--- src/rtl/wbuffer_pkg.sv ---
// Shared types for the weight buffer and its controller: the buffer opcode
// encoding and the controller state set.
package wbuffer_pkg;

    // Opcodes understood by the four-entry weight buffer.
    typedef enum logic [2:0] {
        WB_NOP   = 3'b000,
        WB_LD_W1 = 3'b001,  // SRAM word  -> w_1
        WB_LD_W2 = 3'b010,  // SRAM word  -> w_2
        WB_LD_W3 = 3'b011,  // SDRAM word -> w_3
        WB_LD_W4 = 3'b100,  // SDRAM word -> w_4
        WB_SHIFT = 3'b101   // w_2 -> w_1, w_4 -> w_3
    } wb_mode_t;

    // Controller states. LD1/LD3 fill the current pair, LD2/LD4 the next one.
    typedef enum logic [2:0] {
        S_IDLE,
        S_LD1,
        S_LD3,
        S_LD2,
        S_LD4,
        S_READY,
        S_SHIFT
    } wbc_state_t;

endpackage

--- src/rtl/wbuffer_ctrl.sv ---
// Weight buffer sequencer: fetches weight pairs (one SRAM word, one SDRAM
// word each) through req/ack handshakes and steers them into the buffer so
// that w_1/w_3 hold the current pair and w_2/w_4 the next pair.
module wbuffer_ctrl
    import wbuffer_pkg::*;
#(
    parameter int ADDR_W = 16
) (
    input  logic              clk,
    input  logic              rst,
    input  logic              start,
    input  logic [ADDR_W-1:0] sram_base,
    input  logic [ADDR_W-1:0] sdram_base,
    input  logic [ADDR_W-1:0] num_pairs,
    input  logic              advance,
    output logic              sram_req,
    output logic [ADDR_W-1:0] sram_addr,
    input  logic              sram_ack,
    output logic              sdram_req,
    output logic [ADDR_W-1:0] sdram_addr,
    input  logic              sdram_ack,
    output logic              enable_CU,
    output logic [2:0]        mode,
    output logic              ready,
    output logic              busy,
    output logic              done
);

    wbc_state_t        state, state_nxt;
    wb_mode_t          mode_e;
    logic [ADDR_W-1:0] sram_base_q, sdram_base_q, num_q;
    logic [ADDR_W-1:0] fetch_idx, cons_idx;
    logic [ADDR_W-1:0] fetch_nxt, cons_nxt;
    logic              accept, fetch_inc, cons_inc, done_set, done_q;
    logic              in_load;

    assign fetch_nxt = fetch_idx + ADDR_W'(1);
    assign cons_nxt  = cons_idx + ADDR_W'(1);

    // State register, pair counters and the registered done pulse.
    always_ff @(posedge clk) begin
        // NOTE: sequential state uses non-blocking assignments so every
        // register samples pre-edge values regardless of statement order.
        if (rst) begin
            state     <= S_IDLE;
            fetch_idx <= '0;
            cons_idx  <= '0;
            done_q    <= 1'b0;
        end else begin
            state  <= state_nxt;
            done_q <= done_set;
            if (accept) begin
                fetch_idx <= '0;
                cons_idx  <= '0;
            end else begin
                if (fetch_inc) fetch_idx <= fetch_nxt;
                if (cons_inc)  cons_idx  <= cons_nxt;
            end
        end
    end

    // Pass parameters captured when a start is accepted.
    always_ff @(posedge clk) begin
        // NOTE: these registers have no reset on purpose; they are written on
        // every accepted start and only read in states reachable after one.
        if (accept) begin
            sram_base_q  <= sram_base;
            sdram_base_q <= sdram_base;
            num_q        <= num_pairs;
        end
    end

    // Next-state, handshake and buffer opcode decode.
    always_comb begin
        // NOTE: every output of this block gets a default first so no path
        // through the case can leave one unassigned and infer a latch.
        state_nxt = state;
        accept    = 1'b0;
        fetch_inc = 1'b0;
        cons_inc  = 1'b0;
        done_set  = 1'b0;
        sram_req  = 1'b0;
        sdram_req = 1'b0;
        enable_CU = 1'b0;
        mode_e    = WB_NOP;
        unique case (state)
            S_IDLE: begin
                if (start) begin
                    if (num_pairs == '0) begin
                        done_set = 1'b1;          // empty pass: done only
                    end else begin
                        accept    = 1'b1;
                        state_nxt = S_LD1;
                    end
                end
            end
            S_LD1: begin
                sram_req = 1'b1;
                mode_e   = WB_LD_W1;
                if (sram_ack) begin
                    enable_CU = 1'b1;
                    state_nxt = S_LD3;
                end
            end
            S_LD3: begin
                sdram_req = 1'b1;
                mode_e    = WB_LD_W3;
                if (sdram_ack) begin
                    enable_CU = 1'b1;
                    fetch_inc = 1'b1;
                    state_nxt = (fetch_nxt < num_q) ? S_LD2 : S_READY;
                end
            end
            S_LD2: begin
                sram_req = 1'b1;
                mode_e   = WB_LD_W2;
                if (sram_ack) begin
                    enable_CU = 1'b1;
                    state_nxt = S_LD4;
                end
            end
            S_LD4: begin
                sdram_req = 1'b1;
                mode_e    = WB_LD_W4;
                if (sdram_ack) begin
                    enable_CU = 1'b1;
                    fetch_inc = 1'b1;
                    state_nxt = S_READY;
                end
            end
            S_READY: begin
                if (advance) begin
                    cons_inc = 1'b1;
                    if (cons_nxt == num_q) begin
                        done_set  = 1'b1;
                        state_nxt = S_IDLE;
                    end else begin
                        state_nxt = S_SHIFT;
                    end
                end
            end
            S_SHIFT: begin
                enable_CU = 1'b1;
                mode_e    = WB_SHIFT;
                // Refill the next-pair slots only while unfetched pairs remain.
                state_nxt = (fetch_idx < num_q) ? S_LD2 : S_READY;
            end
            default: state_nxt = S_IDLE;
        endcase
    end

    assign in_load = (state == S_LD1) || (state == S_LD2) ||
                     (state == S_LD3) || (state == S_LD4);

    // Addresses wrap silently modulo 2^ADDR_W.
    assign sram_addr  = in_load ? (sram_base_q + fetch_idx)  : '0;
    assign sdram_addr = in_load ? (sdram_base_q + fetch_idx) : '0;

    assign mode  = mode_e;
    assign ready = (state == S_READY);
    assign busy  = (state != S_IDLE);
    assign done  = done_q;

endmodule

--- config.mk ---
export PLATFORM = sky130hd
export DESIGN_NAME = wbuffer_ctrl
export DESIGN_NICKNAME = d
export VERILOG_FILES = /design/src/rtl/wbuffer_pkg.sv /design/src/rtl/wbuffer_ctrl.sv
export SDC_FILE = /design/constraint.sdc
export NUM_CORES = 1
export LEC_CHECK = 0
export ABC_AREA = 1
export CAP_MARGIN = 20
export CORE_UTILIZATION = 55
export CTS_CLUSTER_DIAMETER = 60
export DETAILED_ROUTE_END_ITERATION = 8
export GPL_ROUTABILITY_DRIVEN = 0
export PLACE_DENSITY = 0.9
export SLEW_MARGIN = 40
export SYNTH_ARGS = -nofsm -noshare
export SYNTH_HDL_FRONTEND = slang
export SYNTH_SLANG_ARGS = --single-unit
export TNS_END_PERCENT = 100
--- constraint.sdc ---
create_clock -name clk -period 9.1 [get_ports clk]
set_clock_uncertainty 0.2 [all_clocks]
set_input_delay 0.91 -clock clk [delete_from_list [all_inputs] [get_ports clk]]
set_output_delay 0.91 -clock clk [all_outputs]
set_load 0.02 [all_outputs]
## Yosys cells after proc, flatten, opt, wreduce, memory -nomap -nowiden

Cells that the tools add are included.

| storage, ports and cells | value |
|---|---|
| flip-flop bits (word level) | 84 |
| bits in latches | 0 |
| bits in writable memories | 0 |
| bits in read-only memories | 0 |
| input port bits | 54 |
| output and inout bits | 41 |
| word-level logic and storage cells | 67 |
| memories | 0 |

| operators by class | value |
|---|---|
| add/subtract/negate cells | 4 |
| multipliers | 0 |
| divide/modulo/power cells | 0 |
| order comparisons | 2 |
| equality and inequality tests | 14 |
| shift operators | 0 |
| mux-type cells | 30 |
| bitwise gates (word level) | 0 |
| reduce and logical (&&, ||, !) cells | 10 |

Operator list:

| operator | count |
|---|---|
| adder 16 x 1 -> 16 bit, second input constant | 2 |
| adder 16 bit | 2 |
| less-than comparator 16 bit | 2 |
| 2-to-1 mux 16 bit | 2 |
| 2-to-1 mux 3 bit | 10 |
| one-hot mux 3 bit (7 select lines) | 1 |
| == test 16 bit | 1 |
| zero test 16 bit | 1 |
| one-hot mux 3 bit (5 select lines) | 1 |
| 2-to-1 mux 1 bit | 14 |
| inequality test 2 bit, second input constant | 7 |
| == test 3 bit, second input constant | 3 |
| AND reduction 7 bit | 1 |
| == test 3 x 2 -> 1 bit, second input constant | 2 |
| OR reduction 2 bit | 3 |
| == test 3 x 1 -> 1 bit, second input constant | 1 |
| zero test 3 bit | 1 |
| logical OR 1 bit | 3 |
| one-hot mux 1 bit (3 select lines) | 1 |
| nonzero test 3 bit | 1 |
| one-hot mux 1 bit (2 select lines) | 1 |

## Logic depth before layout (Yosys ltp)

| depth | value |
|---|---|
| depth in word-level cells | 5 |
| mapped depth | 21 |
| gate-level depth less buffers | 21 |

## Worst setup path before layout

OpenSTA, ideal clock, no wires.

| timing path | value |
|---|---|
| kind | input -> register |
| start | input port num_pairs[12] |
| end | register fetch_idx[5] |
| arrival | 3.944 ns |
| required time | 8.772 ns |
| setup slack | 4.829 ns |
| stages | 10 |
| cells stage by stage | nor4_1 -> nand4_1 -> nand2_1 -> nor2_1 -> inv_1 -> nand2_2 -> inv_1 -> buf_2 -> o21ai_0 -> a21oi_1 |

| between the ends | value |
|---|---|
| longest elaborated chain between the ends | 5 |

RTL lines:

| element | RTL line | RTL |
|---|---|---|
| start, declared | wbuffer_ctrl.sv:14 | `input logic [ADDR_W-1:0] num_pairs,` |
| zero test 16 bit | wbuffer_ctrl.sv:89 | `if (num_pairs == '0) begin` |
| 2-to-1 mux 1 bit | wbuffer_ctrl.sv:89 |  |
| 2-to-1 mux 1 bit | wbuffer_ctrl.sv:88 | `if (start) begin` |
| 2-to-1 mux 1 bit | wbuffer_ctrl.sv:86 | `unique case (state)` |
| named net accept | wbuffer_ctrl.sv:34 | `logic accept, fetch_inc, cons_inc, done_set, done_q;` |
| OR reduction 2 bit (no source line) | n/a |  |
| end signal, assigned | wbuffer_ctrl.sv:56 | `if (fetch_inc) fetch_idx <= fetch_nxt;` |
| end, declared | wbuffer_ctrl.sv:32 | `logic [ADDR_W-1:0] fetch_idx, cons_idx;` |

The timed path passes the listed nets, and every way through them passes these cells.
A chain may end at the register's enable or synchronous reset.

## Worst setup path after layout

| timing path | value |
|---|---|
| start | register fetch_idx[0] |
| end | output port sram_addr[12] |

| between the ends | value |
|---|---|
| longest elaborated chain between the ends | 2 |

RTL lines:

| element | RTL line | RTL |
|---|---|---|
| adder 16 bit | wbuffer_ctrl.sv:156 | `assign sram_addr = in_load ? (sram_base_q + fetch_idx) : '0;` |
| 2-to-1 mux 16 bit | wbuffer_ctrl.sv:156 |  |
| end, declared | wbuffer_ctrl.sv:17 | `output logic [ADDR_W-1:0] sram_addr,` |

Every way passes these cells.

==> flow_summary_export.csv <==
group,metric,value,unit
setup_path,worst_r2r_startpoint,"fetch_idx[1]",
min_path,hold_path_depth,2,
synth,synthesis.area_per_instance,7.51,um2
cells_and_area,post_route_insts_no_fill,1057,
cts,clock_insertion_delay_worst_skew,380,ps
setup_path,endpoint_kind,"output pin",
global_route,grt.overflow.total,0,
cells_and_area,final_layout_fill_cell_count,870,
routing,residual_drc_count,0,
cells_and_area,drive_above_1_share,5.13,%
routing,via_per_inst,5.61,
setup_path,worst-r2r-setup-slack,5470,ps
cts,clock_sinks,84,
global_route,grt_start_max_net_pins,50,
cells_and_area,final_common_cell,"sky130_fd_sc_hd__nand2_1",
sta,fmax,0.215,GHz
sta,finalHoldViolations,0,
global_route,grt_pass1_wl,25400,um
cts,cts_hold_buffers,0,
global_route,antenna_violations_before_repair,0,
sta,min_period,4650,ps
setup_path,regToRegEndpoint,"state[2]",
synth,postSynthRegisterBits,84,
cts,max-clock-path-buffers,2,
placement,place.detailed.instances,1041,
cts,cts.repair_timing.setup_buffer_count,0,
setup_path,start_kind,"register",
synth,yosys_most_used_dff,"sky130_fd_sc_hd__edfxtp_1",
synth,synth_nets,933,
synth,seq_area_frac_synth,35.3,%
setup_path,cp_max_fo,9,
routing,drt_iter0_drc,454,
setup_path,worstPathArrival,3540,ps
cells_and_area,multi_input_area,3540,um2
cts,cts-root-buf,"sky130_fd_sc_hd__clkbuf_8",
synth,mappedNetlistArea,6120,um2
power_and_ir_drop,worst_ir_drop_vdd,196,uV
sta,maxSlewHeadroom,54.4,%
cts,cts_max_level,3,
synth,ys_async_sr_fraction,0,%
synth,post_synth_num_cell_types,45,
synth,synth_enable_flop_cells,48,
cells_and_area,finish.net_count,1030,
status,status,"complete, no violations",
cts,cts_tree,"yes",
setup_path,worst-r2r-cell-count,21,
cts,clock_transition_at_path_regs,90,ps
cts,tritoncts.num_buffers,9,
placement,post-dp-hpwl,12000,um
cells_and_area,finalInstanceArea,7440,um2
setup_path,critPathLaunch,"fetch_idx[0]",
sta,slew_at_the_pin_with_the_worst_max_slew_slack,684,ps
sta,rsz0062_at_grt,"false",
routing,drt-wirelength-per-cell,14.7,um
power_and_ir_drop,leakage_dissipation,3.34,nW
setup_path,critical_path_required,7990,ps
floorplan,die_area,11600,um2
floorplan,io_pins,95,
cells_and_area,register_area,2160,um2
floorplan,fp-row-count,38,
floorplan,start_util,56.5,%
min_path,worst_min_delay_path_class,"reg2reg",
sta,timing.final.crit_share,51.1,%
cts,cts_resized,0,
synth,synth-warning-count,0,
routing,detail_route.wirelength,15600,um
cells_and_area,final_cell_mix,"162 x sky130_fd_sc_hd__nand2_1, 100 x sky130_fd_sc_hd__inv_1, 94 x sky130_fd_sc_hd__clkdlybuf4s50_1",
power_and_ir_drop,power.density,239,nW/um2
routing,via_count,5929,
sta,tns,0,ps
setup_path,worst_setup_path_endpoint,"sram_addr[12]",
floorplan,die-width,107,um
cells_and_area,layout-area-overhead-vs-synth,21.5,%
cells_and_area,number_of_antenna_repair_diodes,0,
global_route,grt_pass1_vias,5667,
floorplan,floorplan.die.height,107,um
sta,final_max_slew_viol_count,0,
job,cap_viol_max_count,0,
global_route,globalRouteTotalUtil,28.2,%
placement,placement.io_buffers,94,
setup_path,worst-setup-path-type,"reg2out",
synth,post_synth_inst_count,815,
routing,detailedRoute.firstPassIterationCount,7,
routing,ant_nets,0,
sta,setup_viol_count_final,0,
placement,detailed_place.area,7210,um2
floorplan,core_region_area,10800,um2
==> state kept, by name, indices dropped and copies added (netlist names) <==
signal,flops
cons_idx,16
fetch_idx,16
num_q,16
sdram_base_q,16
sram_base_q,16
state,3
done,1
==> cell usage after synthesis, types with 3 or more instances <==
library cell               number  area (um2)
sky130_fd_sc_hd__nand4_1       11        68.8
sky130_fd_sc_hd__clkbuf_1       4        15.0
sky130_fd_sc_hd__nor2_1        86         323
sky130_fd_sc_hd__buf_2          5        25.0
sky130_fd_sc_hd__ha_1          62         776
sky130_fd_sc_hd__nand3_1       56         280
sky130_fd_sc_hd__nand2_2        7        43.8
sky130_fd_sc_hd__a211oi_1       8        60.1
sky130_fd_sc_hd__xnor2_1        3        26.3
sky130_fd_sc_hd__nor3_1         6        30.0
sky130_fd_sc_hd__nand3b_1       4        30.0
sky130_fd_sc_hd__xor2_1        14         123
sky130_fd_sc_hd__a31oi_1        4        25.0
sky130_fd_sc_hd__dfxtp_1       36         721
sky130_fd_sc_hd__nand2_1      163         612
sky130_fd_sc_hd__o21ai_0       64         320
sky130_fd_sc_hd__inv_1        100         375
sky130_fd_sc_hd__a21oi_1       89         445
sky130_fd_sc_hd__a21boi_0       5        37.5
sky130_fd_sc_hd__nor2_2         6        37.5
sky130_fd_sc_hd__edfxtp_1      48        1440
sky130_fd_sc_hd__nor4_1         4        25.0
==> power by group <==
group,internal (mW),total [mW],switching (mW)
clock network,0.155,0.297,0.142
registers,0.493,0.547,0.0536
logic,0.361,0.934,0.573
total,1.01,1.78,0.769
==> metal layers <==
| metal | track usage (%) | vias up | share of wire (%) |
|---|---|---|---|
| met5 | 0 | - | 0 |
| met4 | 11.2 | 0 | 2.3 |
| met3 | 5.51 | 36 | 6.4 |
| met2 | 48.8 | 200 | 49 |
| met1 | 34.4 | 2719 | 43 |
| li1 | - | 2974 | - |
==> final cells by class <==
class	instances	area share (%)
clock buffer	15	2.94
clock inverter	1	0.0841
inverter	104	5.26
multi-input combinational	618	47.5
sequential	84	29.1
tap	140	2.35
timing repair buffer	95	12.8
==> worst min-delay path by stage <==
stage                            start           end  slack, ps
final                     cons_idx[15]  cons_idx[15]        290
after global routing      cons_idx[15]  cons_idx[15]        320
after CTS                 cons_idx[15]  cons_idx[15]        300
after detailed placement  cons_idx[15]  cons_idx[15]        280
after global placement     cons_idx[1]   cons_idx[1]        290
after floorplan               state[0]      state[0]        260
==> logic make-up (layout without fill, tap and decap cells) <==
kind of cell,after synthesis,after routing,synth area share (%)
AO/OA/AOI/OAI,182,182,16.2
XOR/XNOR,17,17,2.43
adder cells (fa/ha/maj),64,64,13.3
buffers and inverters,113,215,7.05
flip-flops,84,84,35.3
AND/OR/NAND/NOR,355,355,25.7
==> worst max-delay path, cell delays in order, from the launching register on <==
cell and delay [ps]:
sky130_fd_sc_hd__dfxtp_1 400, sky130_fd_sc_hd__ha_1 250, sky130_fd_sc_hd__fa_1 380, sky130_fd_sc_hd__nand2_1 70, sky130_fd_sc_hd__inv_1 50, sky130_fd_sc_hd__o21ai_0 200, sky130_fd_sc_hd__nand2_1 130, sky130_fd_sc_hd__a21boi_0 270
sky130_fd_sc_hd__o21ai_0 170, sky130_fd_sc_hd__a21boi_0 320, sky130_fd_sc_hd__o21ai_0 150, sky130_fd_sc_hd__a21oi_1 160, sky130_fd_sc_hd__clkdlybuf4s50_1 620
==> through the flow <==
stage / setup WS (ps) / util [%] / power [mW] / hold WS [ps]
after detailed placement: 4900 / 66.5 / 1.48 / 284
after CTS: 4470 / 68.6 / 1.78 / 297
final: 4450 / 68.6 / 1.78 / 294
after global routing: 4170 / 68.6 / 1.89 / 323
after floorplan: 4830 / - / 1.11 / 255
after global placement: 4950 / 66.5 / 1.45 / 288
Power figures use the tool's default switching activity.
